===== src/rtl/usr_pkg.sv =====
// Shared types and defaults for the universal shift register
// serial receive path.
package usr_pkg;

  typedef enum logic {
    LSB_FIRST = 1'b0,
    MSB_FIRST = 1'b1
  } dir_e;

  typedef enum logic {
    IDLE,
    SHIFT
  } rx_state_e;

  localparam int USR_WIDTH = 4;

endpackage


===== src/rtl/usr_hold_reg.sv =====
// One-entry valid/ready holding register with
// load-while-drain and sticky overflow on a dropped load.
module usr_hold_reg
  import usr_pkg::*;
#(
  parameter int WIDTH = USR_WIDTH
) (
  input  logic             clock,
  input  logic             reset,
  input  logic             clear,
  input  logic             load,
  input  logic [WIDTH-1:0] din,
  input  logic             ready,
  output logic [WIDTH-1:0] dout,
  output logic             valid,
  output logic             overflow
);

  logic accept;
  logic room;

  assign accept = valid & ready;
  assign room   = ~valid | accept;

  always_ff @(posedge clock or negedge reset) begin
    if (!reset) begin
      dout     <= '0;
      valid    <= 1'b0;
      overflow <= 1'b0;
    end else if (clear) begin
      dout     <= '0;
      valid    <= 1'b0;
      overflow <= 1'b0;
    end else if (load && room) begin
      dout  <= din;
      valid <= 1'b1;
    end else if (load) begin
      // full and not draining: keep the old word, drop the new one
      overflow <= 1'b1;
    end else if (accept) begin
      valid <= 1'b0;
    end
  end

endmodule


===== src/rtl/usr_deserializer.sv =====
// Serial-to-parallel receiver: collects WIDTH qualified bits
// per frame and hands each word to a valid/ready holding register.
module usr_deserializer
  import usr_pkg::*;
#(
  parameter int WIDTH = USR_WIDTH
) (
  input  logic             clock,
  input  logic             reset,
  input  logic             SERIN,
  input  logic             SERVALID,
  input  logic             DIR,
  input  logic             CLEAR,
  output logic [WIDTH-1:0] DATAOUT,
  output logic             DOUTVALID,
  input  logic             DOUTREADY,
  output logic             BUSY,
  output logic             OVERFLOW
);

  localparam int CW = $clog2(WIDTH);
  localparam logic [CW-1:0] LAST = CW'(WIDTH - 1);

  rx_state_e state, state_n;
  dir_e dir_q, dir_n, dir_eff;
  logic [CW-1:0] cnt, cnt_n;
  logic [WIDTH-1:0] sr, sr_n, sr_shift;
  logic done;

  // the first bit of a frame uses the live DIR; later bits the latch
  assign dir_eff = (state == IDLE) ? dir_e'(DIR) : dir_q;

  always_comb begin
    if (dir_eff == MSB_FIRST) sr_shift = {sr[WIDTH-2:0], SERIN};
    else                      sr_shift = {SERIN, sr[WIDTH-1:1]};
  end

  always_comb begin
    state_n = state;
    cnt_n   = cnt;
    sr_n    = sr;
    dir_n   = dir_q;
    done    = 1'b0;
    if (SERVALID) begin
      sr_n = sr_shift;
      unique case (state)
        IDLE: begin
          dir_n   = dir_e'(DIR);
          cnt_n   = CW'(1);
          state_n = SHIFT;
        end
        SHIFT: begin
          if (cnt == LAST) begin
            cnt_n   = '0;
            state_n = IDLE;
            done    = 1'b1;
          end else begin
            cnt_n = cnt + CW'(1);
          end
        end
      endcase
    end
  end

  always_ff @(posedge clock or negedge reset) begin
    if (!reset) begin
      state <= IDLE;
      cnt   <= '0;
      sr    <= '0;
      dir_q <= LSB_FIRST;
    end else if (CLEAR) begin
      state <= IDLE;
      cnt   <= '0;
      sr    <= '0;
      dir_q <= LSB_FIRST;
    end else begin
      state <= state_n;
      cnt   <= cnt_n;
      sr    <= sr_n;
      dir_q <= dir_n;
    end
  end

  assign BUSY = (cnt != '0);

  usr_hold_reg #(
    .WIDTH(WIDTH)
  ) u_hold (
    .clock   (clock),
    .reset   (reset),
    .clear   (CLEAR),
    .load    (done),
    .din     (sr_n),
    .ready   (DOUTREADY),
    .dout    (DATAOUT),
    .valid   (DOUTVALID),
    .overflow(OVERFLOW)
  );

endmodule


===== config.mk =====
export PLATFORM = sky130hd
export DESIGN_NAME = usr_deserializer
export DESIGN_NICKNAME = d
export VERILOG_FILES = /design/src/rtl/usr_pkg.sv /design/src/rtl/usr_hold_reg.sv /design/src/rtl/usr_deserializer.sv
export SDC_FILE = /design/constraint.sdc
export NUM_CORES = 1
export LEC_CHECK = 0
export BUFFER_PORTS_ARGS = -buffer_cell sky130_fd_sc_hd__buf_2
export CAP_MARGIN = 20
export CORE_MARGIN = 4
export CORE_UTILIZATION = 40
export CTS_CLUSTER_SIZE = 28
export DETAILED_ROUTE_END_ITERATION = 12
export PLACE_DENSITY = 0.59
export SYNTH_ARGS = -nofsm -noshare
export SYNTH_HDL_FRONTEND = slang
export SYNTH_SLANG_ARGS = --single-unit
export TNS_END_PERCENT = 50

===== constraint.sdc =====
create_clock -name clock -period 3.42 [get_ports clock]
set_input_delay 0.684 -clock clock [delete_from_list [all_inputs] [get_ports clock]]
set_output_delay 0.684 -clock clock [all_outputs]
set_load 0.005 [all_outputs]

* Word level (Yosys, flattened, before mapping)
Cells that the tools add are included.
** Cells by class
- Add/subtract/negate cells :: 1
- Eq/ne operators :: 3
- Mux-type cells :: 26
- Bitwise logic cells :: 4
- Reduce and logical (&&, ||, !) cells :: 8
** Operators with widths (count)
- $mux 4 :: 5
- $mux 1 :: 16
- $reduce_bool 2->1 :: 4
- $mux 2 :: 3
- $pmux 2 s2 :: 1
- $reduce_and 2->1 :: 2
- $ne 3x3->1 const B :: 1
- $reduce_bool 3->1 :: 1
- $add 2x1->2 const B :: 1
- $eq 2x2->1 const B :: 1
- $ne 2x2->1 const B :: 1
- $not 1->1 :: 2
- $pmux 1 s2 :: 1
- $and 1x1->1 :: 1
- $logic_and 1x1->1 :: 1
- $or 1x1->1 :: 1
** Word-level totals
- Flip-flop bits (word level) :: 14
- Bits of input ports :: 7
- Output and inout port bits :: 7
- Word-level logic and storage cells :: 49

* Logic depth before layout (Yosys ltp)
Gate-level depths: netlist (run 1).
- Depth in word-level cells :: 7
- Gate-level depth with buffers :: 5
- Gate-level depth less buffers :: 4

* By module
From an unflattened synthesis (run 1), not the netlist that was laid out.
** Second synthesis, totals
- Cell total of the unflattened synthesis :: 74
- Area total of the unflattened synthesis :: 768.2 um^2
** By module, submodules not included
- usr_deserializer :: times used 1, cells each 48, area an instance 474.2 um^2
- usr_hold_reg :: times used 1, cells each 26, area an instance 294.0 um^2

* Least setup slack after synthesis (run 1)
Ideal clock, no wire load.
- Kind :: input port to flip-flop
- Start point :: in SERVALID
- End point :: reg u_hold.dout[0]
- Arrival :: 1.350 ns
- Path slack :: 1.976 ns
- Cell stages on the path :: 4
- Cells stage by stage :: and3_1 > clkbuf_1 > and2_1 > a211oi_1
** On the way
- Cells in the longest elaborated chain, start to end :: 3
- Elaborated cells on any way between the ends :: 6
- Those cells by class :: mux (4); reduce/logical (2)
** RTL lines
- start, declared :: line usr_deserializer.sv:11 : input logic SERVALID,
- $mux 4 or $mux 1 (tied branches) :: line usr_deserializer.sv:44 : if (SERVALID) begin
- $mux 4 or $logic_and 1x1->1 (tied branches) :: line usr_hold_reg.sv:34 : end else if (load && room) begin
- $mux 4 or $reduce_bool 2->1 (tied branches)
- end signal, assigned :: line usr_hold_reg.sv:35 : dout <= din;
- end, declared :: line usr_hold_reg.sv:14 : output logic [WIDTH-1:0] dout,
Parallel ways exist; a longest one is shown, timed or not. The select of a mux whose other input is x is not followed.
A chain may end at the register's enable or synchronous reset.

* Worst setup path in the final report (run 1)
- Start point :: reg cnt[0]
- End point :: out BUSY
** On the way
- Cells in the longest elaborated chain, start to end :: 1
** RTL lines
- start, declared :: line usr_deserializer.sv:26 : logic [CW-1:0] cnt, cnt_n;
- start signal, assigned :: line usr_deserializer.sv:78 : cnt <= cnt_n;
- $reduce_bool 2->1 :: line usr_deserializer.sv:84 : assign BUSY = (cnt != '0);
- end, declared :: line usr_deserializer.sv:17 : output logic BUSY,
No other way between the ends.

==> run summary, run 1 <==
CP Capture Type: output port
First-pass DRT Iterations: 4
Number of port buffers: 13
Finish-stage setup viols: 0
Worst-skew pair later-pin latency: 0.27 ns
Max-slew violations: 0
Ports: 14
Setup WS pre-CTS: 1.72 ns
Fin crit share: 50.8%
PwrDens: 432 nW/um2
Final std cells w/o fill: 91
Initial core utilization: 42.7%
TritonCTS clock tree: yes
Synth Instances: 61
GPL Wtd Cong: 0.762
Post_cts resized: 0
DP HPWL: 887 um
Root cell of the clock tree: clkbuf_4
First-pass GRT wire length: 2150 um
Setup Skew: 0.00271 ns
Post-synthesis cell type count: 17
Die Area: 2340 um2
# Max-Cap Violations: 0
Slew at the pin closest to its max-slew limit: 0.364 ns
Post-Syn Area: 651 um2
Register area share after synthesis: 53.8%
# DRC: 0
Layout Utilization: 49.9%
Core footprint: 1520 um2
Fmax: 0.575 GHz
Hold-fix buffers, CTS: 0
Setup ws final: 1.68 ns
Final nets: 85
Wirelength, routed: 1270 um
Layout cell share with drive strength beyond 1: 25.3%
Synth Warn #: 0
Area Growth Syn to Fin: 16.9%
Cell row count: 14
Lkg Pwr: 0.385 nW
Fin. Hold Viols: 0
Synthesis-stage register bit count: 14
Minimum clock period: 1.74 ns
Slew headroom: 75.2%
Power Total: 329 uW
Initial antenna violation count: 0
CP required: 2.74 ns
Post-CTS Setup Bufs: 0
Wire per inst: 13.9 um
Vias: 490
Die span in y: 48.3 um
Die W: 48.3 um
Syn Area/Cell: 10.7 um2
Placed Instances: 87
RSZ-0062 raised after global routing: false
Largest area contributor in the netlist: dfrtp_1
Top-area cell type share of the netlist area: 53.8%
R2R depth: 3
Total global-route track usage: 11.4%
Num CTS Buffers: 3
Type of the tightest min-delay check: input port to async pin
Peak supply drop: 0.265 mV
Vias in the first global route: 461
CP max FO: 4
TNS Setup: 0 ns
Status: complete, no violations
DRT iter0 DRCs: 7
Pin count of the biggest net entering global routing: 17
Clk slew on worst S/H paths: 0.09 ns
Clock sink total: 14
CTS HTree Levels: 1
Synth Net Count: 70
Filler cells: 143
Ant diodes: 0
Max Buffers Root-to-Sink: 2
Top cells by area, synth: dfrtp_1 (54%), a211oi_1 (9.2%), mux2i_1 (7.7%)
Global route total overflow: 0
Crit Path Category: flip-flop to output port
Crit path DAT: 1.05 ns
Critical path launch point type: flip-flop
Antenna-violating nets left: 0
Vias/cell: 5.38
cells in the final DEF (no fill, tap or decap), drive strengths merged:
master	Yosys	layout
buf	0	13
o21ai	1	1
ha	2	2
inv	3	3
a211oi	8	8
and2	1	1
mux2i	6	6
and3	1	1
clkbuf	3	4
dfrtp	14	14
nand3	2	2
o21ba	1	1
a21oi	6	6
nor3	1	1
o211ai	1	1
nand2b	3	3
nor2	8	8
metrics by stage:
| step | cell area [um2] | hold slack [ns] |
|---|---|---|
| after floorplan | 651 | 0.388 |
| after global placement | 724 | 0.526 |
| after detailed placement | 724 | 0.557 |
| after CTS | 761 | 0.290 |
| after global routing | 761 | 0.296 |
| final | 761 | 0.283 |
layout make-up:
cell class | count | area (um2) | share of cell area [%]
flip-flops and latches | 14 | 350 | 46.1
well taps | 16 | 20.0 | 2.63
repair buffers | 13 | 65.1 | 8.55
inverters | 3 | 11.3 | 1.48
multi-input cells | 41 | 278 | 36.5
clock buffers | 4 | 36.3 | 4.77
where the power goes:
part	switching, mW	total (mW)	internal, mW
Combinational	0.0190	0.0328	0.0138
Sequential	0.00572	0.177	0.171
Clock	0.0542	0.119	0.0646
cells in the mapped netlist, drive strengths merged:
master	n
nor3	1
a211oi	8
a21oi	6
clkbuf	3
ha	2
o21ba	1
inv	3
nand2b	3
and3	1
nand3	2
and2	1
o211ai	1
mux2i	6
dfrtp	14
nor2	8
o21ai	1
per-layer routing:
| metal | part of all wire [%] | GRT usage, % |
|---|---|---|
| met4 | 1.2 | 5.53 |
| met2 | 47 | 16.5 |
| met5 | 0 | 0 |
| met3 | 2.6 | 1.84 |
| met1 | 49 | 16.2 |
worst max-delay path: stages, from the launching register on:
cell and delay (ns):
dfrtp_1 0.41, inv_1 0.06, ha_1 0.18, inv_1 0.04
buf_2 0.09
flip-flops by register name, summed over array words and instances, names as in the netlist:
| signal | cells |
|---|---|
| u_hold.overflow | 1 |
| sr | 4 |
| state | 1 |
| cnt | 2 |
| dir_q | 1 |
| u_hold.valid | 1 |
| u_hold.dout | 4 |
cells by family after synthesis:
| family | Yosys count | synth area share [%] |
|---|---|---|
| AOI/OAI and AO/OA | 17 | 17.3 |
| and+or+nand+nor | 16 | 11.7 |
| DFF | 14 | 53.8 |
| buffers and inverters | 6 | 3.46 |
| muxes | 6 | 9.81 |
| adders and majority gates | 2 | 3.85 |
final timing paths:
check,start,to,slack (ns)
hold reg to reg,sr[3],sr[3],0.56
hold / removal,reset,sr[2],0.28
setup reg to reg,state,u_hold.dout[2],1.94
setup / recovery,cnt[0],BUSY,1.68
min in group clock,sr[3],sr[3],0.56
max in group asynchronous,reset,state,2.90
No activity file was read; power rests on OpenSTA's default activity.
==> run 2: changes to the inputs <==
- PLACE_DENSITY: 0.59 -> 0.61
- clock period: 3.42 -> 1.5 ns (I/O delays scaled with it)
==> run 2 against run 1 <==
  * Power grew 130%
  * Die area is the same
  * Cell area grew 6.1%
  * Clock-buffer cell count is the same
  * First-iteration DRC count shrank 29%
  * Clock skew shrank 0.0024 ns
  * Critical path type is now flip-flop to flip-flop
  * Largest power group unchanged
  * Highest routed layer unchanged
==> run summary, run 2 (synthesis results as in run 1) <==
Vias/cell: 5.47
CP required: 1.69 ns
Clk slew on worst S/H paths: 0.08 ns
Slew headroom: 74.9%
Wirelength, routed: 1270 um
Number of port buffers: 13
Ant diodes: 0
Finished Cell Area: 807 um2
Pin count of the biggest net entering global routing: 16
First-pass DRT Iterations: 4
Crit path DAT: 1.60 ns
TritonCTS clock tree: yes
Antenna-violating nets left: 0
Wire per inst: 13.3 um
Clock sink total: 14
Finish-stage setup viols: 0
Fin crit share: 94.0%
Vias in the first global route: 520
Status: complete, no violations
Commonest cells after routing, fill and taps aside: dfrtp_1 (14), buf_2 (13), nor2_1 (8)
RSZ-0062 raised after global routing: false
Placed cell areas: 747 um2
Critical path launch point type: flip-flop
Final nets: 89
Commonest non-fill, non-tap cell in the layout: dfrtp_1
Initial antenna violation count: 0
Worst-skew pair later-pin latency: 0.28 ns
R2R depth: 4
Lkg Pwr: 0.402 nW
Initial core utilization: 42.7%
Area Growth Syn to Fin: 24.0%
Slew at the pin closest to its max-slew limit: 0.369 ns
Type of the tightest min-delay check: input port to flip-flop
Fin. Hold Viols: 0
Filler cells: 138
TNS Setup: 0 ns
Die W: 48.3 um
Die Area: 2340 um2
Global route total overflow: 0
CP max FO: 6
Fmax: 0.709 GHz
Die span in y: 48.3 um
Vias: 520
Cell row count: 14
DP HPWL: 938 um
GPL Wtd Cong: 0.753
Setup Skew: 0.000311 ns
Layout cell share with drive strength beyond 1: 32.9%
Hold depth: 3
Core footprint: 1520 um2
First-pass GRT wire length: 2300 um
Root cell of the clock tree: clkbuf_4
Post-CTS Setup Bufs: 0
CP Capture Type: flip-flop
DRT iter0 DRCs: 5
CTS HTree Levels: 1
Total global-route track usage: 12.7%
PwrDens: 934 nW/um2
# DRC: 0
Num CTS Buffers: 3
Largest regs: sr: 4 flops, u_hold.dout: 4 flops, cnt: 2 flops
Minimum clock period: 1.41 ns
Max Buffers Root-to-Sink: 2
Crit Path Category: flip-flop to flip-flop
# Max-Cap Violations: 0
Peak supply drop: 0.681 mV
Max-slew violations: 0
Ports: 14
==> run 2: routing by layer <==
layer | vias to the layer above | routed length (um) | GRT usage [%]
met5 | - | 0 | 0
met4 | 0 | 27 | 8.29
met2 | 11 | 574 | 18.5
met3 | 4 | 54 | 3.99
li1 | 251 | - | -
met1 | 254 | 609 | 16.0
==> run 2: report_power, final <==
group | switching (mW) | internal (mW)
sequential | 0.0118 | 0.391
combinational | 0.0459 | 0.0374
clock | 0.120 | 0.148
total | 0.177 | 0.576
==> run 2: worst max-delay path, stage by stage, from the launching register on <==
cell and delay (ns):
dfrtp_1 0.42, ha_2 0.22, and3_2 0.24, and2_1 0.20
a211oi_1 0.25
==> run 2: metrics by stage <==
step                instances  worst slack [ns]  hold WS [ns]  utilization, %  total power, mW
floorplan                  61             0.143       0.00441               -            0.455
global route               95            0.0179         0.291            53.0            0.814
CTS                        95            0.0387         0.283            52.1            0.769
finish                     95            0.0894         0.296            53.0            0.753
global placement           90            0.0521         0.215            49.0            0.490
detailed placement         90            0.0670         0.213            49.0            0.491
==> run 2: final cells by class <==
cell class                      count  area, um2  share of cell area [%]
Multi-Input combinational cell     41        292                    36.1
Inverter                            3       11.3                    1.40
Clock buffer                        4       36.3                    4.50
Timing Repair Buffer               17       97.6                    12.1
Sequential cell                    14        350                    43.4
Tap cell                           16       20.0                    2.48
==> run 2: worst paths after layout <==
path	to	from	slack, ns
min	dir_q	DIR	0.30
max in group asynchronous	u_hold.dout[2]	reset	0.83
max reg2reg	u_hold.dout[3]	cnt[0]	0.09
min reg2reg	dir_q	dir_q	0.55
max	u_hold.dout[3]	cnt[0]	0.09
min in group asynchronous	cnt[0]	reset	0.44
==> run 2: what timing repair did <==
| item | 4_1_cts | 5_1_grt |
|---|---|---|
| hold buffers | 1 | 0 |
| endpoints found under the hold margin | 14 | 0 |
| endpoints found under the setup margin | 0 | 4 |
| gates resized for setup | 0 | 4 |
==> run 3: changes to the inputs <==
- ABC_AREA: not set -> 1
- PLACE_DENSITY: 0.61 -> 0.6
==> run 3 against run 2 <==
  * Fmax increased by 5.2%
  * Clock power is essentially flat
  * Core utilization rose by 0.18 points
  * Cell area rose by 5.0%
  * Critical path depth did not move
  * Sequential power is 3% higher
  * Worst hold slack worse by 0.0077 ns
  * Critical endpoint is now BUSY
  * Critical path type is now flip-flop to output port
  * Register-to-register slack better by 0.25 ns
  * Power is 7.1% higher
  * Combinational power rose by 46%
  * Cell count is 39% higher
==> run summary, run 3 <==
Status: complete, no violations
Initial core utilization: 44.4%
Critical path launch point type: flip-flop
Setup Skew: 0.000732 ns
Setup ws final: 0.159 ns
CP endpoint: BUSY
First-pass GRT wire length: 2360 um
# DRC: 0
Finish-stage setup viols: 0
Vias: 607
Clk slew on worst S/H paths: 0.09 ns
DRT iter0 DRCs: 17
Top-count cell post-synth: nand2_1
Register area share after synthesis: 49.5%
Top cells by area, synth: dfrtp_1 (49%), nand2_1 (12%), nand3_1 (11%)
Pin count of the biggest net entering global routing: 15
Global route total overflow: 0
Crit Path Category: flip-flop to output port
CP max FO: 3
Final std cells w/o fill: 132
PwrDens: 953 nW/um2
GPL Wtd Cong: 0.704
Multi-input gate area: 288 um2
RSZ-0062 raised after global routing: false
Slew at the pin closest to its max-slew limit: 0.312 ns
Top cell by count, worst path: inv_1
Max-slew violations: 0
Ports: 14
# Max-Cap Violations: 0
Asr flop ratio synth: 100%
Final nets: 118
Post-Syn Area: 708 um2
Core footprint: 1590 um2
Antenna-violating nets left: 0
Cell breakdown of the critical path: inv_1, ha_1, inv_1, buf_2
Vias/cell: 4.60
Filler cells: 156
EDFF count, synth: 0
Layout Utilization: 53.1%
DP HPWL: 1060 um
Crit path from: cnt[0]
Syn Area/Cell: 7.78 um2
Ant diodes: 0
Lkg Pwr: 0.481 nW
Wire per inst: 10.7 um
CP delay by family, top: flip-flops
Cell row count: 14
Placed cell areas: 801 um2
Largest regs: sr: 4 flops, u_hold.dout: 4 flops, cnt: 2 flops
R2R depth: 8
Type of the tightest min-delay check: input port to flip-flop
Minimum clock period: 1.34 ns
Peak supply drop: 0.554 mV
Clock sink total: 14
Die span in y: 50.1 um
Die W: 50.1 um
Finished Cell Area: 847 um2
Worst-skew pair later-pin latency: 0.27 ns
Crit path DAT: 1.04 ns
Slowest stage delay, CP: 0.39 ns
Root cell of the clock tree: clkbuf_4
First-pass DRT Iterations: 4
Vias in the first global route: 534
Fin crit share: 89.4%
Top-area cell type share of the netlist area: 49.5%
Post-CTS Setup Bufs: 0
Area Growth Syn to Fin: 19.6%
Commonest cells after routing, fill and taps aside: nand2_1 (22), nand3_1 (16), inv_1 (15)
Layout cell share with drive strength beyond 1: 20.4%
TNS Setup: 0 ns
Worst R2R Setup Slack: 0.34 ns
Max Buffers Root-to-Sink: 2
Synth Net Count: 100
Num CTS Buffers: 3
Total global-route track usage: 12.2%
Post-synthesis cell type count: 14
Number of port buffers: 13
CP required: 1.20 ns
Synth Warn #: 0
CP max-delay cell: dfrtp_1
CP Capture Type: output port
Synthesis-stage register bit count: 14
CP bufs+invs: 3
Fin. Hold Viols: 0
Most used flip-flop cell after synthesis: dfrtp_1
Crit path depth: 4
Initial antenna violation count: 0
Setup WS pre-CTS: 0.353 ns
Synth Instances: 91
TritonCTS clock tree: yes
Die Area: 2510 um2
Placed Instances: 127
Top post-synthesis cells by count: nand2_1 (22), nand3_1 (16), inv_1 (15)
Slew headroom: 79.2%
Commonest non-fill, non-tap cell in the layout: nand2_1
Wirelength, routed: 1420 um
Fmax: 0.746 GHz
Seq. cell area: 350 um2
Largest area contributor in the netlist: dfrtp_1
CTS HTree Levels: 1
R2R Path End: u_hold.dout[0]
R2r startpoint: cnt[0]
==> run 3: changes by cell type after synthesis, sizes merged, moves of 3 or more <==
cell / before / now
clkbuf: 3 / 0
inv: 3 / 16
o22ai: 0 / 3
a211oi: 8 / 1
mux2i: 6 / 0
nand2b: 3 / 0
a21oi: 6 / 2
nand3: 2 / 16
nand2: 0 / 24
==> run 3: final cells by class <==
class                   instances  area share [%]
flip-flops and latches         14            41.4
multi-input cells              59            34.0
repair buffers                 15            9.75
inverters                      16            7.09
clock buffers                   4            4.28
well taps                      24            3.55
==> run 3: cells by family after synthesis <==
family,synth area share [%]
adders and majority gates,3.53
DFF,49.5
buffers and inverters,9.89
and+or+nand+nor,31.1
AOI/OAI and AO/OA,6.01
==> run 3: how the worst min path moves through the flow <==
stage                     cells past startpoint      endpoint  slack, ns  startpoint
after floorplan                               0        cnt[0]      0.004       reset
after global placement                        1        cnt[0]       0.21       reset
after detailed placement                      1        cnt[1]       0.21       reset
after CTS                                     2  u_hold.valid       0.27       CLEAR
after global routing                          2         state       0.28       CLEAR
final                                         2  u_hold.valid       0.29       CLEAR
==> run 3: timing repair <==
action / 4_1_cts / 5_1_grt
resized for setup: 0 / 0
hold buffers: 1 / 0
endpoints found under the hold margin: 14 / 0
==> run 3: metrics by stage <==
step | power [mW] | hold WS [ns]
2_1_floorplan | 0.497 | 0.00441
3_3_place_gp | 0.543 | 0.211
3_5_place_dp | 0.543 | 0.213
4_1_cts | 0.818 | 0.275
5_1_grt | 0.852 | 0.283
6_report | 0.807 | 0.289
==> run 3: where the power goes <==
group | switching, mW | internal (mW) | total, mW
clock | 0.123 | 0.147 | 0.270
sequential | 0.0139 | 0.401 | 0.415
combinational | 0.0755 | 0.0467 | 0.122
==> run 3: metal layers <==
metal  vias to the layer above  global-route usage (%)  part of all wire [%]
li1                        321                       -                     -
met1                       264                    17.7                    50
met2                        20                    17.2                    42
met3                         2                    3.01                   7.0
met4                         0                    4.15                  0.64
met5                         -                       0                     0
